$ cat config.mk
export PLATFORM = sky130hd
export DESIGN_NAME = vga_timing_gen_flat
export DESIGN_NICKNAME = d
export VERILOG_FILES = /design/src/rtl/vga_pkg.sv /design/src/rtl/vga_timing_gen_if.sv /design/src/rtl/vga_axis_counter.sv /design/src/rtl/vga_timing_gen.sv /design/src/flat_wrapper.sv
export SDC_FILE = /design/constraint.sdc
export NUM_CORES = 1
export LEC_CHECK = 0
export ABC_AREA = 1
export CAP_MARGIN = 20
export CORE_UTILIZATION = 45
export DETAILED_ROUTE_END_ITERATION = 8
export PLACE_DENSITY = 0.73
export SLEW_MARGIN = 15
export SYNTH_ARGS = -nofsm -noshare
export SYNTH_HDL_FRONTEND = slang
export SYNTH_SLANG_ARGS = --single-unit
$ cat constraint.sdc
create_clock -name pclk -period 1.78 [get_ports pclk]
set_input_delay 0.356 -clock pclk [delete_from_list [all_inputs] [get_ports pclk]]
set_output_delay 0.356 -clock pclk [all_outputs]
set_load 0.02 [all_outputs]
$ cat src/rtl/vga_pkg.sv
// Shared VGA timing constants and counter types, reused by the timing
// generator, the draw_* overlay stages and the benches.
package vga_pkg;

   localparam int CNT_W = 11;
   typedef logic [CNT_W-1:0] cnt_t;

   typedef struct packed {
      int active;
      int sync_start;
      int sync_len;
      int total;
   } axis_timing_t;

   // 800x600 @ 60 Hz, 40 MHz pixel clock
   localparam axis_timing_t SVGA_H = '{active: 800, sync_start: 840, sync_len: 128, total: 1056};
   localparam axis_timing_t SVGA_V = '{active: 600, sync_start: 601, sync_len: 4,   total: 628};

   // 640x480 @ 60 Hz, 25.175 MHz pixel clock
   localparam axis_timing_t VGA_H  = '{active: 640, sync_start: 656, sync_len: 96,  total: 800};
   localparam axis_timing_t VGA_V  = '{active: 480, sync_start: 490, sync_len: 2,   total: 525};

endpackage

$ cat src/rtl/vga_timing_gen_if.sv
// Timing stream between the generator (master) and the draw_* stages (slave).
interface vga_timing_gen_if;
   import vga_pkg::*;

   logic en;
   cnt_t hcount_out;
   cnt_t vcount_out;
   logic hsync_out;
   logic vsync_out;
   logic hblnk_out;
   logic vblnk_out;
   logic line_start;
   logic frame_start;

   modport master (
      input  en,
      output hcount_out, vcount_out, hsync_out, vsync_out,
             hblnk_out, vblnk_out, line_start, frame_start
   );

   modport slave (
      output en,
      input  hcount_out, vcount_out, hsync_out, vsync_out,
             hblnk_out, vblnk_out, line_start, frame_start
   );

endinterface

$ cat src/rtl/vga_axis_counter.sv
// One timing axis: wrapping position counter with blank and sync flags
// registered from the next count, so flags line up with the presented count.
module vga_axis_counter
   import vga_pkg::*;
#(
   parameter int TOTAL      = SVGA_H.total,
   parameter int ACTIVE     = SVGA_H.active,
   parameter int SYNC_START = SVGA_H.sync_start,
   parameter int SYNC_LEN   = SVGA_H.sync_len,
   parameter bit POL        = 1'b1
) (
   input  logic clk,
   input  logic rst,
   input  logic inc,
   output cnt_t cnt,
   output logic wrap,
   output logic blnk,
   output logic sync
);

   if (TOTAL > (1 << CNT_W) || ACTIVE < 1 || ACTIVE >= SYNC_START ||
       SYNC_LEN < 1 || SYNC_START + SYNC_LEN > TOTAL) begin : g_bad_params
      $error("vga_axis_counter: illegal timing parameters");
   end

   localparam cnt_t             LAST = cnt_t'(TOTAL - 1);
   localparam cnt_t             ACT  = cnt_t'(ACTIVE);
   localparam logic [CNT_W:0]   S0   = (CNT_W + 1)'(SYNC_START);
   localparam logic [CNT_W:0]   S1   = (CNT_W + 1)'(SYNC_START + SYNC_LEN);

   cnt_t           nxt;
   logic [CNT_W:0] nxt_w;
   logic           in_sync;

   // 12-bit compare so a sync window ending exactly at 2048 still fits
   assign nxt     = (cnt == LAST) ? '0 : cnt + 1'b1;
   assign nxt_w   = {1'b0, nxt};
   assign in_sync = (nxt_w >= S0) && (nxt_w < S1);
   assign wrap    = inc && (cnt == LAST);

   always_ff @(posedge clk) begin
      if (rst) begin
         cnt  <= '0;
         blnk <= 1'b0;
         sync <= ~POL;
      end else if (inc) begin
         cnt  <= nxt;
         blnk <= (nxt >= ACT);
         sync <= in_sync ? POL : ~POL;
      end
   end

endmodule

$ cat src/rtl/vga_timing_gen.sv
// Free-running VGA timing source: h/v axis counters plus line/frame strobes.
module vga_timing_gen
   import vga_pkg::*;
#(
   parameter int H_ACTIVE     = SVGA_H.active,
   parameter int H_SYNC_START = SVGA_H.sync_start,
   parameter int H_SYNC_LEN   = SVGA_H.sync_len,
   parameter int H_TOTAL      = SVGA_H.total,
   parameter int V_ACTIVE     = SVGA_V.active,
   parameter int V_SYNC_START = SVGA_V.sync_start,
   parameter int V_SYNC_LEN   = SVGA_V.sync_len,
   parameter int V_TOTAL      = SVGA_V.total,
   parameter bit HS_POL       = 1'b1,
   parameter bit VS_POL       = 1'b1
) (
   input  logic              pclk,
   input  logic              rst,
   vga_timing_gen_if.master  vga
);

   logic started;
   logic first;
   logic h_inc;
   logic h_wrap;
   logic v_wrap;

   // The first enabled cycle after reset presents (0,0) with both strobes;
   // counting proper starts on the following edge.
   assign first = vga.en & ~started;
   assign h_inc = vga.en & started;

   vga_axis_counter #(
      .TOTAL(H_TOTAL), .ACTIVE(H_ACTIVE), .SYNC_START(H_SYNC_START),
      .SYNC_LEN(H_SYNC_LEN), .POL(HS_POL)
   ) u_h (
      .clk(pclk), .rst(rst), .inc(h_inc),
      .cnt(vga.hcount_out), .wrap(h_wrap), .blnk(vga.hblnk_out), .sync(vga.hsync_out)
   );

   vga_axis_counter #(
      .TOTAL(V_TOTAL), .ACTIVE(V_ACTIVE), .SYNC_START(V_SYNC_START),
      .SYNC_LEN(V_SYNC_LEN), .POL(VS_POL)
   ) u_v (
      .clk(pclk), .rst(rst), .inc(h_wrap),
      .cnt(vga.vcount_out), .wrap(v_wrap), .blnk(vga.vblnk_out), .sync(vga.vsync_out)
   );

   always_ff @(posedge pclk) begin
      if (rst) begin
         started         <= 1'b0;
         vga.line_start  <= 1'b0;
         vga.frame_start <= 1'b0;
      end else if (vga.en) begin
         started         <= 1'b1;
         vga.line_start  <= h_wrap | first;
         vga.frame_start <= v_wrap | first;
      end
   end

endmodule

$ cat src/flat_wrapper.sv
// flat-port wrapper written by rule: the top's interface ports become plain ports
module vga_timing_gen_flat import vga_pkg::*;
#(
   parameter int H_ACTIVE     = SVGA_H.active,
   parameter int H_SYNC_START = SVGA_H.sync_start,
   parameter int H_SYNC_LEN   = SVGA_H.sync_len,
   parameter int H_TOTAL      = SVGA_H.total,
   parameter int V_ACTIVE     = SVGA_V.active,
   parameter int V_SYNC_START = SVGA_V.sync_start,
   parameter int V_SYNC_LEN   = SVGA_V.sync_len,
   parameter int V_TOTAL      = SVGA_V.total,
   parameter bit HS_POL       = 1'b1,
   parameter bit VS_POL       = 1'b1
)
  (pclk, rst, vga_en, vga_hcount_out, vga_vcount_out, vga_hsync_out, vga_vsync_out, vga_hblnk_out, vga_vblnk_out, vga_line_start, vga_frame_start);
  vga_timing_gen_if vga_i ();
  input  logic pclk;
  input  logic rst;
  input wire logic [$bits(vga_i.en)-1:0] vga_en;
  output wire logic [$bits(vga_i.hcount_out)-1:0] vga_hcount_out;
  output wire logic [$bits(vga_i.vcount_out)-1:0] vga_vcount_out;
  output wire logic [$bits(vga_i.hsync_out)-1:0] vga_hsync_out;
  output wire logic [$bits(vga_i.vsync_out)-1:0] vga_vsync_out;
  output wire logic [$bits(vga_i.hblnk_out)-1:0] vga_hblnk_out;
  output wire logic [$bits(vga_i.vblnk_out)-1:0] vga_vblnk_out;
  output wire logic [$bits(vga_i.line_start)-1:0] vga_line_start;
  output wire logic [$bits(vga_i.frame_start)-1:0] vga_frame_start;
  assign vga_i.en = vga_en;
  assign vga_hcount_out = vga_i.hcount_out;
  assign vga_vcount_out = vga_i.vcount_out;
  assign vga_hsync_out = vga_i.hsync_out;
  assign vga_vsync_out = vga_i.vsync_out;
  assign vga_hblnk_out = vga_i.hblnk_out;
  assign vga_vblnk_out = vga_i.vblnk_out;
  assign vga_line_start = vga_i.line_start;
  assign vga_frame_start = vga_i.frame_start;
  vga_timing_gen #(.H_ACTIVE(H_ACTIVE), .H_SYNC_START(H_SYNC_START), .H_SYNC_LEN(H_SYNC_LEN), .H_TOTAL(H_TOTAL), .V_ACTIVE(V_ACTIVE), .V_SYNC_START(V_SYNC_START), .V_SYNC_LEN(V_SYNC_LEN), .V_TOTAL(V_TOTAL), .HS_POL(HS_POL), .VS_POL(VS_POL)) u_core (.pclk(pclk), .rst(rst), .vga(vga_i));
endmodule
==> results of run 1 <==
==> per-layer routing <==
| layer | part of all wire [%] | wire length, um |
|---|---|---|
| met5 | 0 | 0 |
| met4 | 0.45 | 19 |
| met3 | 3.8 | 161 |
| met2 | 45 | 1930 |
| met1 | 50 | 2150 |
==> report_power, final <==
part | switching, uW | leakage [uW] | internal (uW)
combinational | 75.4 | 0.000771 | 61.8
sequential | 18.6 | 0.000237 | 667
clock | 256 | 0.0000542 | 349
total | 350 | 0.00106 | 1080
==> worst max-delay path: cells and delay by family (launching register included) <==
family	cells	cell delay, ns
buf+inv	2	0.75
flops	1	0.35
==> layout by cell type, fill, tap and decap left out, types with 4 or more instances in the layout <==
cell type,n
a21oi_1,20
nand3_1,24
clkdlybuf4s50_1,23
dfxtp_1,27
buf_4,13
nand4_1,5
dlymetal6s2s_1,5
clkbuf_8,7
inv_1,35
nor2_1,33
nand2_1,64
o21ai_0,21
nand3_2,4
==> cell type report <==
type,instances,area (sq um),share of cell area (%)
repair buffers,43,408,17.6
flip-flops and latches,29,583,25.1
multi-input cells,201,1020,43.9
clock inverters,1,5.00,0.215
clock buffers,7,96.3,4.15
inverters,40,151,6.52
well taps,48,60.1,2.58
==> state kept, by name, indices dropped and copies added (netlist names) <==
register / count
u_core.started: 1
u_core.u_h.blnk: 1
u_core.u_h.cnt: 11
u_core.u_h.sync: 1
u_core.u_v.blnk: 1
u_core.u_v.cnt: 11
u_core.u_v.sync: 1
u_core.vga.frame_start: 1
u_core.vga.line_start: 1
==> through the flow <==
stage | hold WS [ns] | util, % | TNS (ns) | area, sq um
CTS | 0.479 | 61.7 | 0 | 2290
floorplan | 0.438 | - | 0 | 1770
detailed placement | 0.465 | 59.1 | 0 | 2190
global placement | 0.457 | 59.1 | 0 | 2190
finish | 0.474 | 62.5 | 0 | 2320
global route | 0.516 | 62.5 | -0.0272 | 2320
==> timing repair <==
action | 4_1_cts | 5_1_grt
resized for setup | 2 | 10
pin swaps | 0 | 0
endpoints found under the hold margin | 0 | 0
setup endpoints to repair | 2 | 11
==> kinds of logic after synthesis <==
kind of cell	after synthesis
flops	29
buf+inv	47
simple gates	143
compound gates	52
xor+xnor	3
fa+ha+maj	3
==> cells in the mapped netlist (all sizes together) <==
cell,count
clkbuf,2
xor2,3
ha,3
clkinv,2
nand4,5
nand2,67
inv,38
a211oi,2
a21oi,21
nand3,29
nor2,39
o21ai,24
o21bai,3
buf,5
or2,1
dfxtp,29
o21a,1
nor3,2
a31oi,1
==> how the worst max path moves through the flow <==
| stage | start | to | slack, ns | cells after the start |
|---|---|---|---|---|
| 3_3_place_gp | vga_en | u_core.u_v.blnk | 0.13 | 8 |
| 6_report | u_core.u_v.cnt[0] | vga_vcount_out[0] | 0.05 | 2 |
| 5_1_grt | u_core.u_v.cnt[0] | u_core.u_v.sync | -0.03 | 12 |
| 3_5_place_dp | vga_en | u_core.u_h.cnt[3] | 0.09 | 6 |
| 4_1_cts | u_core.u_h.cnt[2] | vga_hcount_out[2] | 0.003 | 1 |
| 2_1_floorplan | u_core.u_v.cnt[1] | u_core.u_v.sync | 0.08 | 12 |
==> summary.txt, run 1 <==
WHS Endpoint: u_core.vga.line_start
met3 Use GR: 5.28%
Critical Path, Cell by Cell: buf_4 > clkdlybuf4s50_1
cts bufs inserted: 5
Synth Area in Adders: 2.12%
clk_skew: 0.00616 ns
max-slew violation count: 0
H-tree depth: 2
largest family of logic cells by synthesized area: simple AND/OR/NAND/NOR gates
layout cell share with drive strength beyond 1: 14.0%
crit path max fanout: 5
DR WL/cell: 11.5 um
final-layout fill cell count: 368
Yosys top cell by area: dfxtp_1
IO buf count: 30
Pleak: 0.00106 uW
Post-DP HPWL: 3130 um
Max VDD drop: 430 uV
routability cong.: 0.861
critical path class: register to output port
Worst-Margin Slew: 0.307 ns
worst-skew pair later-pin latency: 0.28 ns
routing usage on met2: 36.8%
core footprint: 0.00372 sq mm
WP data arrival: 1.37 ns
placed insts: 361
Period minus WS final: 1.73 ns
post-CTS setup buffers: 0
CTS tree: yes
status: finished, final reports clean
Area contributors post-synth: dfxtp_1, nand2_1, inv_1
Power Total: 1430 uW
clk slew on worst S/H paths: 0.07 ns
drt pass-1 iters: 4
Die X: 64.8 um
Synth Area in XOR/XNOR: 1.48%
vias in the first global route: 1650
Synth Area in Compound Gates: 15.8%
Max Buffers Root-to-Sink: 2
largest net degree at the start of global routing: 13
met1 Use GR: 30.2%
# DRC: 0
DIE AREA: 0.00420 sq mm
final cell count without fillers: 369
largest stage delay on the critical path: 0.60 ns
Hold Fails Final Rpt: 0
Mapped Nets: 283
mux contribution to synthesized area: 0%
First DRT Iteration DRCs: 85
register area share after synthesis: 32.7%
I/O pins: 31
Hold-fix buffers, CTS: 0
pwr dens: 614 mW/mm^2
post-synthesis cell count: 277
initial antenna violation count: 0
HP Class: register to register
Avg Inst Size Synth: 6.40 sq um
FF+latch count, synth: 29
Inserted Diodes: 0
routed wire length: 4260 um
Max Fclk: 0.579 GHz
slowest CP cell: clkdlybuf4s50_1
Setup violations, final: 0
Slew HR: 79.5%
Max Cap Viol: 0
top-area cell type share of the netlist area: 32.7%
hold path cells: 2
R2R Path End: u_core.u_v.sync
total gr overflow: 0
CP endpoint kind: output port
reg2reg path depth: 10
Std-Cell Rows: 22
crit path launch type: register
worst hold start: u_core.vga.line_start
Final period util: 97.0%
die height: 64.8 um
Synth Area in Simple Gates: 37.3%
R2R setup slack: 0.16 ns
Area Overhead vs Synth: 31.1%
worst flop-to-flop path startpoint: u_core.u_v.cnt[0]
nets: 326
post-route ant nets: 0
routed via count: 1848
first-pass GRT wire length: 7390 um
Starting Density: 47.7%
RSZ-0062 raised after global routing: yes
gr busiest metal: met2
vias per cell: 5.01
Total Routing Usage GR: 22.7%
Worst Slack Setup Final: 0.0530 ns
pre-CTS setup slack: 0.0875 ns
root buffer cell: clkbuf_8
synthesized area: 0.00177 sq mm
Sink Count: 29
CP Data Required Time: 1.42 ns
Synth Warn #: 0
Netlist cell types: 30
Power figures use the tool's default switching activity.
==> inputs of run 2 (changes only) <==
- CELL_PAD_IN_SITES_DETAIL_PLACEMENT: unset -> 1
- CELL_PAD_IN_SITES_GLOBAL_PLACEMENT: unset -> 2
- CORE_UTILIZATION: 45 -> 28
- PLACE_DENSITY: 0.73 -> 0.82
- SYNTH_HIERARCHICAL: unset -> 1
==> run 2 against run 1 <==
Net effect:
- global-route usage fell by 6.8 points
- synthesized area rose by 0.78%
- register-to-register slack got worse by 0.05 ns
- via count rose by 1.5%
- utilization fell by 22 points
- combinational power rose by 24%
- synthesized cell count fell by 1.1%
- clock power rose by 19%
- highest routed layer unchanged
==> summary.txt, run 2 <==
FF+latch count, synth: 29 (unchanged)
DR WL/cell: 12.8 um (+11%)
Starting Density: 29.7% (-18 points)
layout cell share with drive strength beyond 1: 17.6% (+3.6 points)
RSZ-0062 raised after global routing: yes
sw power: 381 uW (+9.0%)
largest net degree at the start of global routing: 23 (+10)
Max Buffers Root-to-Sink: 2 (unchanged)
register area share after synthesis: 32.5% (-0.25 points)
Inserted Diodes: 0 (unchanged)
Hold-fix buffers, CTS: 0 (unchanged)
Final period util: 96.6% (-0.38 points)
max-slew violation count: 0 (unchanged)
H-tree depth: 2 (unchanged)
Avg Inst Size Synth: 6.52 sq um (+1.9%)
Post-DP HPWL: 3770 um (+20%)
die height: 81.9 um (+26%)
vias per cell: 4.71 (-5.9%)
Hold Fails Final Rpt: 0 (unchanged)
Top delay family on crit path: buffers and inverters
Clk network pwr share: 45.8% (+3.4 points)
biggest regs: u_core/u_h/cnt: 11 flops, u_core/u_v/cnt: 11 flops
Die X: 81.9 um (+26%)
HP Class: register to register
Slew HR: 80.3% (+0.81 points)
pre-CTS setup slack: -0.0610 ns (-0.148 ns)
Area contributors post-synth: dfxtp_1, nand2_1, inv_1
cell with the most instances after synthesis: nand2_1
Sw Ratio: 24.2% (-0.32 points)
clk slew on worst S/H paths: 0.07 ns (about the same)
Worst-Margin Slew: 0.295 ns (-0.0121 ns)
number of synthesized flops with an enable pin: 0 (unchanged)
async set-reset flop share out of synthesis: 0% (unchanged)
Comb pwr share: 10.8% (+1.2 points)
routed via count: 1875 (+1.5%)
root buffer cell: clkbuf_8
crit path launch type: register
commonest non-fill, non-tap cell in the layout: nand2_1
CP endpoint kind: output port
Mapped Nets: 280 (-1.1%)
post-synthesis cell count: 274 (-1.1%)
crit path max fanout: 4 (-1)
Period minus WS final: 1.72 ns (-0.00677 ns)
nets: 328 (+0.61%)
total gr overflow: 0 (unchanged)
cts bufs inserted: 5 (unchanged)
status: finished, final reports clean
Worst Path Buf+Inv: 2 (unchanged)
I/O pins: 31 (unchanged)
final cell count without fillers: 398 (+7.9%)
worst flop-to-flop path startpoint: u_core/u_h/cnt[1]
Critical Path, Cell by Cell: buf_4 > clkdlybuf4s50_1
# DRC: 0 (unchanged)
WP data arrival: 1.36 ns (about the same)
post-route ant nets: 0 (unchanged)
worst hold start: u_core/u_h/sync
CTS tree: yes
vias in the first global route: 1751 (+6.1%)
largest stage delay on the critical path: 0.59 ns (about the same)
drt pass-1 iters: 4 (unchanged)
Netlist cell types: 29 (-3.3%)
Sink Count: 29 (unchanged)
IO buf count: 30 (unchanged)
Internal: 1200 uW (+11%)
top-area cell type share of the netlist area: 32.5% (-0.25 points)
Total Routing Usage GR: 15.9% (-6.8 points)
pwr dens: 650 mW/mm^2 (+5.8%)
placed insts: 388 (+7.5%)
Worst Slack Setup Final: 0.0597 ns (+0.00677 ns)
routability cong.: 0.750 (-13%)
Most used DFF post-synth: dfxtp_1
Yosys top cell by area: dfxtp_1
worst-skew pair later-pin latency: 0.28 ns (about the same)
final-layout fill cell count: 784 (+110%)
initial antenna violation count: 0 (unchanged)
first-pass GRT wire length: 8070 um (+9.3%)
most frequent cells in the layout: nand2_1, inv_1, nor2_1
Reg power frac: 43.4% (-4.6 points)
core footprint: 0.00603 sq mm (+62%)
critical path class: register to output port
Max Cap Viol: 0 (unchanged)
clk_skew: 0.00476 ns (-0.00141 ns)
synthesized area: 0.00179 sq mm (+0.78%)
Max Fclk: 0.581 GHz (+0.39%)
Synth top cells by count: nand2_1, inv_1, nor2_1, dfxtp_1, o21ai_0
worst setup path start: u_core/u_v/cnt[0]
slowest CP cell: clkdlybuf4s50_1
First DRT Iteration DRCs: 65 (-24%)
DIE AREA: 0.00670 sq mm (+60%)
Max VDD drop: 461 uV (+7.2%)
Area Overhead vs Synth: 35.7%
routed wire length: 5080 um (+19%)
CP Data Required Time: 1.42 ns (about the same)
Pleak: 0.00108 uW (+1.7%)
Std-Cell Rows: 28 (+27%)
Synth Warn #: 6 (+6)
Setup violations, final: 0 (unchanged)
[run 2: cell types whose count changed after synthesis, sizes merged, moves of 2 or more]
cell,delta
clkbuf,+2
nand2,+2
a21oi,+2
buf,-3
nand3,-5
[run 2: per-stage QoR]
step | hold slack, ns | util, % | area [sq um] | total power, uW | setup TNS (ns)
after global routing | 0.511 | 40.2 | 2420 | 1640 | -0.0424
after floorplan | 0.418 | - | 1790 | 789 | 0
after detailed placement | 0.470 | 37.6 | 2270 | 871 | -0.248
final | 0.479 | 40.2 | 2420 | 1580 | 0
after CTS | 0.484 | 39.6 | 2390 | 1600 | 0
after global placement | 0.466 | 37.6 | 2270 | 869 | 0
[run 2: area by class of cell]
class                   instances  area, sq um  area share (%)
clock buffers                   6         82.6            3.41
clock inverters                 2         37.5            1.55
inverters                      40          150            6.19
multi-input cells             199         1040            42.9
flip-flops and latches         29          583            24.0
well taps                      75         93.8            3.87
repair buffers                 47          438            18.1
[run 2: final timing paths]
path,endpoint,slack (ns),depth (start not counted)
max,vga_vcount_out[0],0.06,2
min,u_core/u_h/sync,0.48,2
max reg2reg,u_core/u_v/cnt[3],0.11,8
min reg2reg,u_core/u_h/sync,0.48,2
[run 2: kinds of logic after synthesis]
group / synth area share, %
AOI/OAI and AO/OA: 16.9
xor gates and xnor gates: 1.47
adders and majority gates: 2.10
buffers and inverters: 10.0
DFF: 32.5
and+or+nand+nor: 37.0
[run 2: metal layers]
metal  up-vias  GRT usage, %  part of all wire, %
met3         4          3.67                  2.6
li1        974             -                    -
met4         0          5.61                 0.83
met5         -             0                    0
met2        23          24.5                   45
met1       874          21.4                   52
[run 2: repair_timing]
action,4_1_cts,5_1_grt
setup endpoints to repair,4,15
pin swaps,0,1
cloned,0,1
gates resized for setup,4,11
setup buffers,0,1
[run 2: power groups by stage]
| stage | Sequential (uW) | Combinational (uW) | Clock, uW |
|---|---|---|---|
| 6_report | 685 | 170 | 721 |
| 4_1_cts | 685 | 172 | 743 |
| 5_1_grt | 688 | 191 | 760 |
| 3_3_place_gp | 700 | 169 | 0 |
| 2_1_floorplan | 721 | 68.3 | 0 |
| 3_5_place_dp | 700 | 171 | 0 |
[run 2: worst reg2reg max path, stage by stage, from the launching register on]
cell	delay [ns]
dfxtp_2	0.33
ha_1	0.19
nand2_1	0.12
nor2_4	0.19
nand2_1	0.11
nor2_2	0.20
buf_6	0.18
o21ai_0	0.11
a21oi_1	0.16
